$ cat src/rtl/ctrl_protocol_pkg.sv
// ctrl_protocol_pkg: command, response, error and FSM state encodings of the host protocol
package ctrl_protocol_pkg;
  typedef enum logic [1:0] {
    CMD_SETUP_OUTPUT  = 2'd0,
    CMD_SETUP_INPUT   = 2'd1,
    CMD_STREAM_OUTPUT = 2'd2,
    CMD_STOP          = 2'd3
  } cmd_e;
  localparam logic [1:0] RSP_STOPPED = 2'd3;
  typedef enum logic [2:0] {
    ERR_NONE           = 3'd0,
    ERR_SETUP_LEN      = 3'd1,
    ERR_STOP_LEN       = 3'd2,
    ERR_UNSUPPORTED    = 3'd3,
    ERR_NOT_CONFIGURED = 3'd4
  } err_e;
  typedef enum logic [2:0] {ST_HDR, ST_SETUP, ST_STREAM, ST_DISCARD, ST_RESP} state_e;
endpackage

$ cat src/rtl/ctrl_resp_writer.sv
// ctrl_resp_writer: pushes {RSP_STOPPED,1} then code while start is held; done flags the second push
module ctrl_resp_writer
  import ctrl_protocol_pkg::*;
#(
  parameter int DATA_W = 8,
  parameter int CMD_W  = 2,
  parameter int LEN_W  = 6
) (
  input  logic              clk,
  input  logic              reset_n,
  input  logic              start,
  input  logic [DATA_W-1:0] code,
  input  logic              full,
  input  logic              afull,
  output logic              en,
  output logic [DATA_W-1:0] data,
  output logic              done
);
  logic idx;
  logic push;
  assign push = start && !full && !afull;
  assign done = push && idx;
  always_ff @(posedge clk or negedge reset_n)
    if (!reset_n) begin
      idx  <= 1'b0;
      en   <= 1'b0;
      data <= '0;
    end else begin
      en  <= push;
      idx <= start && (idx ^ push);
      if (push) data <= idx ? code : {CMD_W'(RSP_STOPPED), LEN_W'(1)};
    end
endmodule

$ cat src/rtl/ctrl_protocol_engine.sv
// ctrl_protocol_engine: parses header/payload bytes, applies setup, streams payload round-robin and writes STOPPED responses
module ctrl_protocol_engine
  import ctrl_protocol_pkg::*;
#(
  parameter int DATA_W = 8,
  parameter int CMD_W  = 2,
  parameter int LEN_W  = 6,
  parameter int NUM_CH = 2,
  parameter int CFG_W  = 7,
  localparam int CH_W  = NUM_CH > 1 ? $clog2(NUM_CH) : 1
) (
  input  logic              clk_i,
  input  logic              reset_n_i,
  output logic              rd_in_fifo_en_o,
  input  logic              rd_in_fifo_empty_i,
  input  logic [DATA_W-1:0] rd_in_fifo_data_i,
  output logic              wr_out_fifo_en_o,
  output logic [DATA_W-1:0] wr_out_fifo_data_o,
  input  logic              wr_out_fifo_full_i,
  input  logic              wr_out_fifo_afull_i,
  output logic [DATA_W-1:0] stream_data_o,
  output logic [CH_W-1:0]   stream_ch_o,
  output logic              stream_valid_o,
  input  logic              stream_ready_i,
  output logic [CFG_W-1:0]  cfg_o,
  output logic              cfg_valid_o,
  output logic              err_o
);
  state_e            state_q, state_d;
  err_e              code_q, code_d;
  logic [LEN_W-1:0]  cnt_q;
  logic [CH_W-1:0]   nch_q;
  logic [CMD_W-1:0]  h_cmd;
  logic [LEN_W-1:0]  h_len;
  logic              rsp, done, spop, hpop;
  assign h_cmd = rd_in_fifo_data_i[DATA_W-1:LEN_W];
  assign h_len = rd_in_fifo_data_i[LEN_W-1:0];
  // a pending stream byte blocks the next stream pop until it is handed off
  assign rd_in_fifo_en_o = !rd_in_fifo_empty_i && (state_q == ST_HDR || state_q == ST_SETUP ||
    state_q == ST_DISCARD || (state_q == ST_STREAM && (!stream_valid_o || stream_ready_i)));
  assign hpop = rd_in_fifo_en_o && state_q == ST_HDR;
  assign spop = rd_in_fifo_en_o && state_q == ST_STREAM;
  always_comb begin
    state_d = state_q;
    code_d  = code_q;
    rsp     = 1'b0;
    case (state_q)
      ST_HDR: if (rd_in_fifo_en_o) begin
        if (h_cmd == CMD_W'(CMD_SETUP_OUTPUT)) begin
          if (h_len == LEN_W'(1)) state_d = ST_SETUP;
          else begin rsp = 1'b1; code_d = ERR_SETUP_LEN; end
        end else if (h_cmd == CMD_W'(CMD_SETUP_INPUT)) begin
          rsp = 1'b1; code_d = ERR_UNSUPPORTED;
        end else if (h_cmd == CMD_W'(CMD_STREAM_OUTPUT)) begin
          if (!cfg_valid_o) begin rsp = 1'b1; code_d = ERR_NOT_CONFIGURED; end
          else if (h_len != '0) state_d = ST_STREAM;
        end else begin
          rsp = 1'b1; code_d = h_len == '0 ? ERR_NONE : ERR_STOP_LEN;
        end
        if (rsp) state_d = h_len != '0 ? ST_DISCARD : ST_RESP;
      end
      ST_SETUP:   if (rd_in_fifo_en_o) state_d = ST_HDR;
      ST_STREAM:  if (rd_in_fifo_en_o && cnt_q == LEN_W'(1)) state_d = ST_HDR;
      ST_DISCARD: if (rd_in_fifo_en_o && cnt_q == LEN_W'(1)) state_d = ST_RESP;
      ST_RESP:    if (done) state_d = ST_HDR;
      default:    state_d = ST_HDR;
    endcase
  end
  always_ff @(posedge clk_i or negedge reset_n_i)
    if (!reset_n_i) begin
      state_q <= ST_HDR;
      code_q  <= ERR_NONE;
    end else begin
      state_q <= state_d;
      code_q  <= code_d;
    end
  always_ff @(posedge clk_i or negedge reset_n_i)
    if (!reset_n_i) begin
      cnt_q          <= '0;
      nch_q          <= '0;
      stream_data_o  <= '0;
      stream_ch_o    <= '0;
      stream_valid_o <= 1'b0;
      cfg_o          <= '0;
      cfg_valid_o    <= 1'b0;
      err_o          <= 1'b0;
    end else begin
      if (hpop) begin
        cnt_q <= h_len;
        nch_q <= '0;
        if (h_cmd == CMD_W'(CMD_STOP) && h_len == '0) cfg_valid_o <= 1'b0;
      end
      if (rd_in_fifo_en_o && (state_q == ST_STREAM || state_q == ST_DISCARD)) cnt_q <= cnt_q - 1'b1;
      if (rd_in_fifo_en_o && state_q == ST_SETUP) begin
        cfg_o       <= rd_in_fifo_data_i[CFG_W-1:0];
        cfg_valid_o <= 1'b1;
        err_o       <= 1'b0;
      end
      // the channel travels with its byte so a held byte keeps its destination
      if (spop) begin
        stream_data_o  <= rd_in_fifo_data_i;
        stream_valid_o <= 1'b1;
        stream_ch_o    <= nch_q;
        nch_q          <= nch_q == CH_W'(NUM_CH - 1) ? '0 : nch_q + 1'b1;
      end else if (stream_ready_i) stream_valid_o <= 1'b0;
      if (done && code_q != ERR_NONE) err_o <= 1'b1;
    end
  ctrl_resp_writer #(.DATA_W(DATA_W), .CMD_W(CMD_W), .LEN_W(LEN_W)) u_resp (
    .clk     (clk_i),
    .reset_n (reset_n_i),
    .start   (state_q == ST_RESP),
    .code    (DATA_W'(code_q)),
    .full    (wr_out_fifo_full_i),
    .afull   (wr_out_fifo_afull_i),
    .en      (wr_out_fifo_en_o),
    .data    (wr_out_fifo_data_o),
    .done    (done)
  );
endmodule

$ cat config.mk
export PLATFORM = sky130hd
export DESIGN_NAME = ctrl_protocol_engine
export DESIGN_NICKNAME = d
export VERILOG_FILES = /design/src/rtl/ctrl_protocol_pkg.sv /design/src/rtl/ctrl_resp_writer.sv /design/src/rtl/ctrl_protocol_engine.sv
export SDC_FILE = /design/constraint.sdc
export NUM_CORES = 1
export LEC_CHECK = 0
export BUFFER_PORTS_ARGS = -buffer_cell sky130_fd_sc_hd__buf_4
export CAP_MARGIN = 30
export CORE_MARGIN = 2
export CORE_UTILIZATION = 48
export DETAILED_ROUTE_END_ITERATION = 10
export HOLD_SLACK_MARGIN = 0.02
export PLACE_DENSITY = 0.75
export SYNTH_ARGS = -nofsm -noshare
export SYNTH_HDL_FRONTEND = slang
export SYNTH_SLANG_ARGS = --single-unit
$ cat constraint.sdc
create_clock -name clk_i -period 2.3 [get_ports clk_i]
set_input_delay 0.23 -clock clk_i [delete_from_list [all_inputs] [get_ports clk_i]]
set_output_delay 0.23 -clock clk_i [all_outputs]
set_load 0.05 [all_outputs]
==> results of run 1 <==
[Yosys cell counts, types with 2 or more instances]
library cell  instances
a221o_1               2
o21ai_0               5
mux2_4                2
or3_1                 2
nand3_1               2
nor3_1                3
o211ai_1              3
nor2_1                8
mux2_2               16
nand2_1               9
mux2i_1               5
nand2b_1              4
dfrtp_1              38
buf_4                 5
ha_1                  3
and3_1                2
a21oi_1               2
inv_1                10
nor2b_1               4
nor3b_1               3
clkbuf_1              3
a21boi_0              3
nor3_2                2
[critical path: stages, from the launching register on]
cell and delay, ns:
dfrtp_1 0.38, nor2_1 0.13, nand2_1 0.08, or3_1 0.33, inv_1 0.09, ha_1 0.20, nor3b_1 0.08, o21ai_2 0.18
o221ai_1 0.14, o32ai_1 0.32
[cells by family (layout without fill, tap and decap cells)]
kind of cell | after synthesis | count (layout) | share of synthesized area, %
AND/OR/NAND/NOR | 48 | 48 | 16.1
flip-flops | 38 | 38 | 50.2
AO/OA/AOI/OAI | 28 | 28 | 11.6
multiplexers | 24 | 24 | 14.3
buffers and inverters | 21 | 63 | 5.61
adder cells (fa/ha/maj) | 3 | 3 | 1.98
other | 1 | 3 | 0.198
[power by group]
group          internal, W  switching (W)  leakage [nW]
Clock             0.000302       0.000224        0.0575
Combinational     0.000702        0.00120         0.594
Sequential        0.000961       0.000179         0.457
Total              0.00197        0.00160          1.11
[state kept, by name (all words and copies together), names as in the netlist]
signal,count
stream_valid_o,1
u_resp.idx,1
code_q,3
u_resp.en,1
cnt_q,6
u_resp.data,4
cfg_o,7
state_q,3
stream_ch_o,1
stream_data_o,8
nch_q,1
err_o,1
cfg_valid_o,1
[worst min path at each step]
stage | end | from | cells after the start | slack [ns]
finish | code_q[0] | rd_in_fifo_data_i[7] | 2 | 0.17
global route | code_q[0] | rd_in_fifo_data_i[7] | 2 | 0.18
CTS | code_q[0] | rd_in_fifo_data_i[7] | 2 | 0.16
detailed placement | cnt_q[2] | reset_n_i | 1 | 0.22
global placement | cnt_q[0] | reset_n_i | 1 | 0.21
floorplan | cfg_o[0] | reset_n_i | 0 | -0.07
[what timing repair did]
item | CTS | global route
setup endpoints to repair | 0 | 1
gates resized for setup | 0 | 2
hold buffers | 1 | 0
endpoints found under the hold margin | 38 | 0
[layout make-up]
class / instances / area (µm²) / share of cell area [%]
flip-flops and latches: 38 / 951 / 40.5
multi-input cells: 106 / 850 / 36.2
inverters: 10 / 37.5 / 1.60
repair buffers: 45 / 340 / 14.5
clock buffers: 8 / 110 / 4.69
well taps: 48 / 60.1 / 2.56
[metrics by stage]
step	setup WS (ns)	total power, W
after global routing	0.0658	0.00376
after floorplan	0.144	0.00252
after CTS	0.0459	0.00358
after detailed placement	0.152	0.00304
after global placement	0.340	0.00298
final	0.276	0.00357
[routing by layer]
layer / wire, µm / vias up / track usage [%]
met1: 1790 / 680 / 26.2
met5: 0 / - / 0
li1: - / 660 / -
met2: 1920 / 38 / 32.8
met4: 98 / 0 / 9.69
met3: 148 / 11 / 4.05
==> results.md, run 1 <==
* Status: finished, final reports clean
* Cts bufs inserted at 5
* RSZ-0062 raised after global routing: false
* Worst hold slack at 0.166 ns
* Sequential share of the synthesized area at 50.2%
* RePlAce Congestion at 0.805
* Final Cycle Share at 88.0%
* Most frequent cells in the layout: buf_4, dfrtp_1, mux2_2
* CORE AREA at 3720 µm²
* Slew margin rel. at about two thirds
* Nets at 223
* Final Critical Period at between 2 and 2.5 ns
* Initial antenna violation count at 0
* Synthesized cell area at 1900 µm²
* Critical Path Start: state_q[1]
* Final non-filler cell area at 2350 µm²
* Yosys reg bits at 38
* Setup crit end kind: flip-flop
* P&R area growth vs syn at 23.9%
* Area contributors post-synth: dfrtp_1, mux2_2, mux2i_1, buf_4, ha_1
* Chip Width at approximately 67 µm
* Root buffer cell: clkbuf_8
* Clock Sinks at 38
* CTS tree: yes
* Cell Rows at 22
* Yosys Warn Count at 0
* Final wirelength at 3.96 mm
* Synthesized instance count at 163
* CTS clock-pin slew for the worst setup and hold paths at ~0.07 ns
* Slew Viols, Final at 0
* Fin. Hold Viols at 0
* First-pass GRT wire length at 6.76 mm
* First-pass iteration count of the detailed router at 4
* PD cells at roughly 1500 nW/µm²
* Die Y-Extent at approximately 67 µm
* CTS max path bufs at 2
* RR Startpoint: state_q[1]
* Maximum clock rate at 494 MHz
* Syn avg cell area at 11.6 µm²
* Worst-Skew Late Latency at roughly 0.29 ns
* Number of synthesized flops with an enable pin at 0
* # IOs at 43
* Commonest non-fill, non-tap cell in the layout: buf_4
* Fill cells at around 310
* Vias post-DR at 1389
* Worst path arrival time at 2.20 ns
* DIE AREA at 4470 µm²
* Number of routed nets with antenna violations at 0
* Post-detail-place hpwl at 2.88 mm
* Area leader, netlist: dfrtp_1
* Clock Skews at ~0.007 ns
* Buffers on Ports at 39
* Initial Util at approximately half
* Maxcap violations at 0
* DRT iter0 DRCs at 84
* Area share of the largest cell type after synthesis at about half
* Fin util at 63.2%
* Layout cell share with drive strength beyond 1 at 37.7%
* Lkg Pwr at 1.11 nW
* Min-Delay Path Class: in -> reg
* Actual slew at the worst max-slew pin at 0.522 ns
* Post-CTS setup buffers at 0
* DP Area at 2220 µm²
* Worst-path fanout max at 3
* Critical path endpoint: state_q[2]
* Routed WL per cell at 15.5 µm
* Worst r2r path cells at 9
* H-tree levels at 2
* Reg2reg end: state_q[2]
* Inst Count DP at 246
* Peak VDD IR at 0.000921 V
* Worst R2R Setup Slack at 0.28 ns
* # diodes at 0
* Synth unique cells at 50
* DRC viols at 0
* Synth Flop Type: dfrtp_1
* FFs w/ async S/R, synth at 100%
* Setup TNS at 0 ns
* GRT Total Usage at about a fifth
* Grt ovf at 0
* Vias in the first global route at 1439
* Worst Setup Start Kind: flip-flop
* CP Data Required Time at 2.48 ns
* Non-Filler Instances at between 200 and 300
* # setup viols final at 0
* Detail-routed via count per cell at 5.45
* Critical path class: reg -> reg
* Pin count of the biggest net entering global routing at 39
No activity file was read; power rests on OpenSTA's default activity.
==> run 2, diff against run 1 <==
CORE_UTILIZATION = 55   (was 48)
PLACE_DENSITY = 0.81   (was 0.75)
clock period = 2.5 ns   (was 2.3 ns; I/O delays follow)
==> run 2 against run 1 <==
Cell area is 2.7% lower. Worst setup slack improved by 0.061 ns. Non-clock buffer count down 1. Clock skew rose by 0.0067 ns. Via count is 1.9% higher. First-iteration DRC count fell by 17%. Largest power group unchanged.
==> results.md, run 2 (same netlist as run 1, synthesis figures left out) <==
* Status: finished, final reports clean (unchanged)
* Peak VDD IR at 0.000926 V (was 0.000921 V)
* Layout cell share with drive strength beyond 1 at 36.4% (was 37.7%)
* Root buffer cell: clkbuf_4 (was clkbuf_8)
* Detail-routed via count per cell at 5.62 (was 5.45)
* Vias in the first global route at 1470 (was 1439)
* Max reg flops at 8 (unchanged)
* # IOs at 43 (unchanged)
* Number of routed nets with antenna violations at 0 (unchanged)
* Chip Width at 62.7 µm (was 66.8 µm)
* P&R area growth vs syn at 20.5% (was 23.9%)
* DRC viols at 0 (unchanged)
* Fin worst setup slack at 0.337 ns (was 0.276 ns)
* Lkg Pwr at 1.08 nW (was 1.11 nW)
* Place WS at 0.288 ns (was 0.152 ns)
* CTS clock-pin slew for the worst setup and hold paths at 0.12 ns (was 0.07 ns)
* First-pass GRT wire length at 6.85 mm (was 6.76 mm)
* Worst-Skew Late Latency at 0.35 ns (was 0.29 ns)
* Pin count of the biggest net entering global routing at 39 (unchanged)
* RSZ-0062 raised after global routing: false (unchanged)
* DIE AREA at 3930 µm² (was 4470 µm²)
* Worst path arrival time at 2.41 ns (was 2.20 ns)
* Final Critical Period at 2.16 ns (was 2.02 ns)
* Worst Setup Start Kind: flip-flop (unchanged)
* Buffers on Ports at 39 (unchanged)
* Worst hold slack at 0.123 ns (was 0.166 ns)
* Vias post-DR at 1415 (was 1389)
* Min-Delay Path Class: in -> reg (unchanged)
* First-pass iteration count of the detailed router at 4 (unchanged)
* Post-CTS setup buffers at 0 (unchanged)
* Maxcap violations at 0 (unchanged)
* CTS tree: yes (unchanged)
* Fin. Hold Viols at 0 (unchanged)
* Final wirelength at 3.92 mm (was 3.96 mm)
* Initial antenna violation count at 0 (unchanged)
* Reg with most FFs: stream_data_o (unchanged)
* Grt ovf at 0 (unchanged)
* PD cells at 1360 nW/µm² (was 1520 nW/µm²)
* CP cell instances: nor2_1 > nand2_1 > or3_1 > inv_1 > ha_1 > nor3b_1 > o21ai_1 > o221ai_1 > o32ai_1 (was nor2_1 > nand2_1 > or3_1 > inv_1 > ha_1 > nor3b_1 > o21ai_2 > o221ai_1 > o32ai_1)
* Commonest non-fill, non-tap cell in the layout: buf_4 (unchanged)
* Critical path class: reg -> reg (unchanged)
* Routed WL per cell at 15.5 µm (about the same)
* CORE AREA at 3310 µm² (was 3720 µm²)
* Non-Filler Instances at 252 (was 255)
* H-tree levels at 2 (unchanged)
* # diodes at 0 (unchanged)
* Cell Rows at 21 (was 22)
* GRT Total Usage at 22.5% (was 20.3%)
* Slew Viols, Final at 0 (unchanged)
* Worst-path fanout max at 10 (was 3)
* CP Data Required Time at 2.75 ns (was 2.48 ns)
* DRT iter0 DRCs at 70 (was 84)
* Most frequent cells in the layout: buf_4, dfrtp_1, mux2_2 (unchanged)
* Crit-path max cell delay at 0.50 ns (was 0.38 ns)
* Inst Count DP at 243 (was 246)
* Biggest regs: stream_data_o (8), cfg_o (7), cnt_q (6) (unchanged)
* Cts bufs inserted at 5 (unchanged)
* Initial Util at 57.3% (was 51.0%)
* Setup crit end kind: flip-flop (unchanged)
* # setup viols final at 0 (unchanged)
* Critical path's slowest cell: dfrtp_1 (unchanged)
* CTS max path bufs at 2 (unchanged)
* Final Cycle Share at 86.5% (was 88.0%)
* Clock Sinks at 38 (unchanged)
* Setup TNS at 0 ns (unchanged)
* Die Y-Extent at 62.7 µm (was 66.8 µm)
* Clock Skews at 0.0137 ns (was 0.00697 ns)
* Maximum clock rate at 462 MHz (was 494 MHz)
* Nets at 222 (was 223)
* Post-detail-place hpwl at 2.90 mm (was 2.88 mm)
* RePlAce Congestion at 0.836 (was 0.805)
[run 2: cell types whose count changed in the layout (fill, tap and decap cells not counted)]
cell / delta
buf_4: -1
clkbuf_8: -7
clkbuf_4: +5
clkinv_2: +1
o21ai_2: -1
clkbuf_1: +1
o21ai_1: +1
[run 2: power breakdown]
group / switching [W] / internal (W)
Combinational: 0.00107 / 0.000634
Sequential: 0.000188 / 0.000881
Clock: 0.000197 / 0.000136
[run 2: worst paths after layout]
| path | slack [ns] | cells past startpoint | start | endpoint |
|---|---|---|---|---|
| min | 0.12 | 2 | rd_in_fifo_data_i[7] | code_q[0] |
| max reg2reg | 0.34 | 9 | state_q[1] | state_q[2] |
| max | 0.34 | 9 | state_q[1] | state_q[2] |
| max in group asynchronous | 1.76 | 2 | reset_n_i | u_resp.data[0] |
| min in group asynchronous | 0.40 | 2 | reset_n_i | cnt_q[5] |
| min reg2reg | 0.51 | 1 | u_resp.data[0] | u_resp.data[0] |
[run 2: repair_timing]
item / 4_1_cts / 5_1_grt
gates resized for setup: 0 / 1
hold buffers: 1 / 0
endpoints found under the hold margin: 38 / 0
endpoints found under the setup margin: 0 / 1
[run 2: metal layers]
layer	GRT usage, %	vias up	wire (µm)
met4	9.17	0	64
met5	0	-	0
met3	6.85	7	216
met1	28.8	692	1740
met2	35.8	54	1890
li1	-	662	-
[run 2: layout make-up]
| cell class | instances | area (µm²) |
|---|---|---|
| Fill cell | 274 | 1030 |
| Sequential cell | 38 | 951 |
| Multi-Input combinational cell | 106 | 846 |
| Timing Repair Buffer | 44 | 333 |
| Tap cell | 46 | 57.6 |
| Clock buffer | 7 | 55.1 |
| Inverter | 10 | 37.5 |
| Clock inverter | 1 | 5.00 |
[run 2: worst max-delay path: cells and delay by family, from the launching register on]
kind                       cells  cell delay, ns
AOI/OAI and AO/OA              3            0.63
adders and majority gates      1            0.20
buffers and inverters          1            0.09
DFF                            1            0.50
and+or+nand+nor                4            0.65
[run 2: metrics by stage]
stage | util [%] | instance area, µm² | power, W
after detailed placement | 66.9 | 2210 | 0.00279
after global routing | 69.0 | 2280 | 0.00329
final | 69.0 | 2280 | 0.00311
after CTS | 69.0 | 2280 | 0.00313
after floorplan | - | 1900 | 0.00231
after global placement | 66.9 | 2210 | 0.00273
==> run 3, diff against run 2 <==
PLACE_DENSITY = 0.84   (was 0.81)
==> run 3 against run 2 <==
Power increased by 0.10%. Clock-buffer cell count unchanged. Worst hold slack better by 0.025 ns. Largest power group unchanged. Combinational power barely moved. Via count is 0.99% lower. First-iteration DRC count fell by 36%. Clock power is 1% higher. Critical path type unchanged.
==> results.md, run 3 (same netlist as run 1, synthesis figures left out) <==
* Status: finished, final reports clean (unchanged)
* # IOs at 43 (unchanged)
* Fill cells at 263 (was 274)
* Nets at 220 (was 222)
* P_sw at 0.00147 W (was 0.00146 W)
* Initial Util at 57.3% (unchanged)
* Chip Width at 62.7 µm (unchanged)
* Worst-Skew Late Latency at 0.35 ns (about the same)
* Die Y-Extent at 62.7 µm (unchanged)
* Internal power at 0.00165 W (about the same)
* P&R area growth vs syn at 19.8% (was 20.5%)
* # setup viols final at 0 (unchanged)
* Vias in the first global route at 1464 (was 1470)
* CTS tree: yes (unchanged)
* Post-detail-place hpwl at 2.96 mm (was 2.90 mm)
* Post-CTS setup buffers at 0 (unchanged)
* Maxcap violations at 0 (unchanged)
* Worst Setup Start Kind: flip-flop (unchanged)
* First-pass GRT wire length at 6.90 mm (was 6.85 mm)
* Max reg flops at 8 (unchanged)
* Slew Viols, Final at 0 (unchanged)
* Routed WL per cell at 15.7 µm (was 15.5 µm)
* RePlAce Congestion at 0.832 (was 0.836)
* Sw Ratio at 47.1% (was 46.9%)
* H-tree levels at 2 (unchanged)
* Root buffer cell: clkbuf_4 (unchanged)
* Lkg Pwr at 1.07 nW (was 1.08 nW)
* Flop pwr share at 34.3% (was 34.4%)
* Clock Sinks at 38 (unchanged)
* DP Area at 2200 µm² (was 2210 µm²)
* Commonest non-fill, non-tap cell in the layout: buf_4 (unchanged)
* Reg with most FFs: stream_data_o (unchanged)
* Critical path class: reg -> reg (unchanged)
* Fin. Hold Viols at 0 (unchanged)
* Pin count of the biggest net entering global routing at 39 (unchanged)
* DIE AREA at 3930 µm² (unchanged)
* Register Area at 952 µm² (was 951 µm²)
* Biggest regs: stream_data_o (8), cfg_o (7), cnt_q (6) (unchanged)
* Min-Delay Path Class: in -> reg (unchanged)
* CTS max path bufs at 2 (unchanged)
* CORE AREA at 3310 µm² (unchanged)
* Maximum clock rate at 451 MHz (was 462 MHz)
* Tot Pwr at 0.00312 W (was 0.00311 W)
* Peak VDD IR at 0.00111 V (was 0.000926 V)
* Clock Skews at 0.0133 ns (was 0.0137 ns)
* Setup crit end kind: flip-flop (unchanged)
* Layout cell share with drive strength beyond 1 at 36.3% (was 36.4%)
* RSZ-0062 raised after global routing: false (unchanged)
* DRC viols at 0 (unchanged)
* Actual slew at the worst max-slew pin at about 0.63 ns
* Most frequent cells in the layout: buf_4, dfrtp_1, mux2_2 (unchanged)
* Cts bufs inserted at 5 (unchanged)
* GRT Total Usage at 22.3% (was 22.5%)
* Comb power frac at 54.8% (was 54.9%)
* Initial antenna violation count at 0 (unchanged)
* Worst-path fanout max at 10 (unchanged)
* DRT iter0 DRCs at 45 (was 70)
* Cell Rows at 21 (unchanged)
* CP Data Required Time at 2.77 ns (was 2.75 ns)
* Worst path arrival time at 2.49 ns (was 2.41 ns)
* Vias post-DR at 1401 (was 1415)
* Setup TNS at 0 ns (unchanged)
* # diodes at 0 (unchanged)
* Final Critical Period at 2.22 ns (was 2.16 ns)
* First-pass iteration count of the detailed router at 4 (unchanged)
* Final non-filler cell area at 2270 µm² (was 2280 µm²)
* Area of the multi-input gates at 846 µm² (unchanged)
* Number of routed nets with antenna violations at 0 (unchanged)
* Slew margin rel. at a little under 60%
* Buffers on Ports at 39 (unchanged)
* CTS clock-pin slew for the worst setup and hold paths at 0.12 ns (about the same)
* Grt ovf at 0 (unchanged)
* Final Cycle Share at 88.8% (was 86.5%)
* Clock power frac at 10.8% (was 10.7%)
* Detail-routed via count per cell at 5.60 (was 5.62)
* Final wirelength at 3.93 mm (was 3.92 mm)
* PD cells at 1370 nW/µm² (was 1360 nW/µm²)
run 3: cell count changes in the layout (fill, tap and decap cells not counted):
cell / change
dfrtp_1: -1
dfrtp_2: +1
buf_4: -2
run 3: stage by stage:
stage / util [%] / std cells / setup WS, ns / hold slack, ns
after floorplan: - / 165 / 0.324 / -0.0456
after global placement: 66.4 / 241 / 0.298 / 0.231
after detailed placement: 66.4 / 241 / 0.174 / 0.243
after CTS: 68.6 / 250 / 0.139 / 0.139
after global routing: 68.6 / 250 / 0.00405 / 0.120
final: 68.6 / 250 / 0.281 / 0.148
run 3: layout make-up:
cell class	count	share of cell area, %
clock inverters	1	0.220
clock buffers	7	2.42
repair buffers	42	14.0
multi-input cells	106	37.2
flip-flops and latches	38	41.9
well taps	46	2.53
inverters	10	1.65
run 3: repair_timing:
action	4_1_cts	5_1_grt
endpoints found under the hold margin	38	0
gates resized for setup	0	2
endpoints found under the setup margin	0	1
hold buffers	1	0
run 3: worst max-delay path, cell delays in order, from the launching register on:
cell and delay, ns:
dfrtp_2 0.48, nor2_1 0.14, nand2_1 0.08, or3_1 0.43
inv_1 0.12, ha_1 0.20, nor3b_1 0.06, o21ai_1 0.19
o221ai_1 0.16, o32ai_1 0.27
run 3: routing by layer:
metal,vias to the layer above,routed length (µm),global-route usage [%]
met1,698,1680,27.2
met5,-,0,0
met2,40,1940,36.4
met4,0,57,7.50
li1,655,-,-
met3,8,260,8.47
run 3: final timing paths:
kind | startpoint | end | slack [ns] | depth (start not counted)
worst max-delay path | state_q[1] | state_q[2] | 0.28 | 9
worst min-delay path | rd_in_fifo_data_i[7] | code_q[0] | 0.15 | 2
max in group asynchronous | reset_n_i | state_q[1] | 1.75 | 2
worst min register to register | nch_q | nch_q | 0.50 | 1
worst max register to register | state_q[1] | state_q[2] | 0.28 | 9
min in group asynchronous | reset_n_i | u_resp.data[6] | 0.39 | 2
run 3: power groups by stage:
stage,combinational [W],sequential [W],clock (W)
global placement,0.00166,0.00106,0
CTS,0.00171,0.00107,0.000344
global route,0.00181,0.00111,0.000371
finish,0.00171,0.00107,0.000337
floorplan,0.000685,0.00163,0
detailed placement,0.00171,0.00108,0
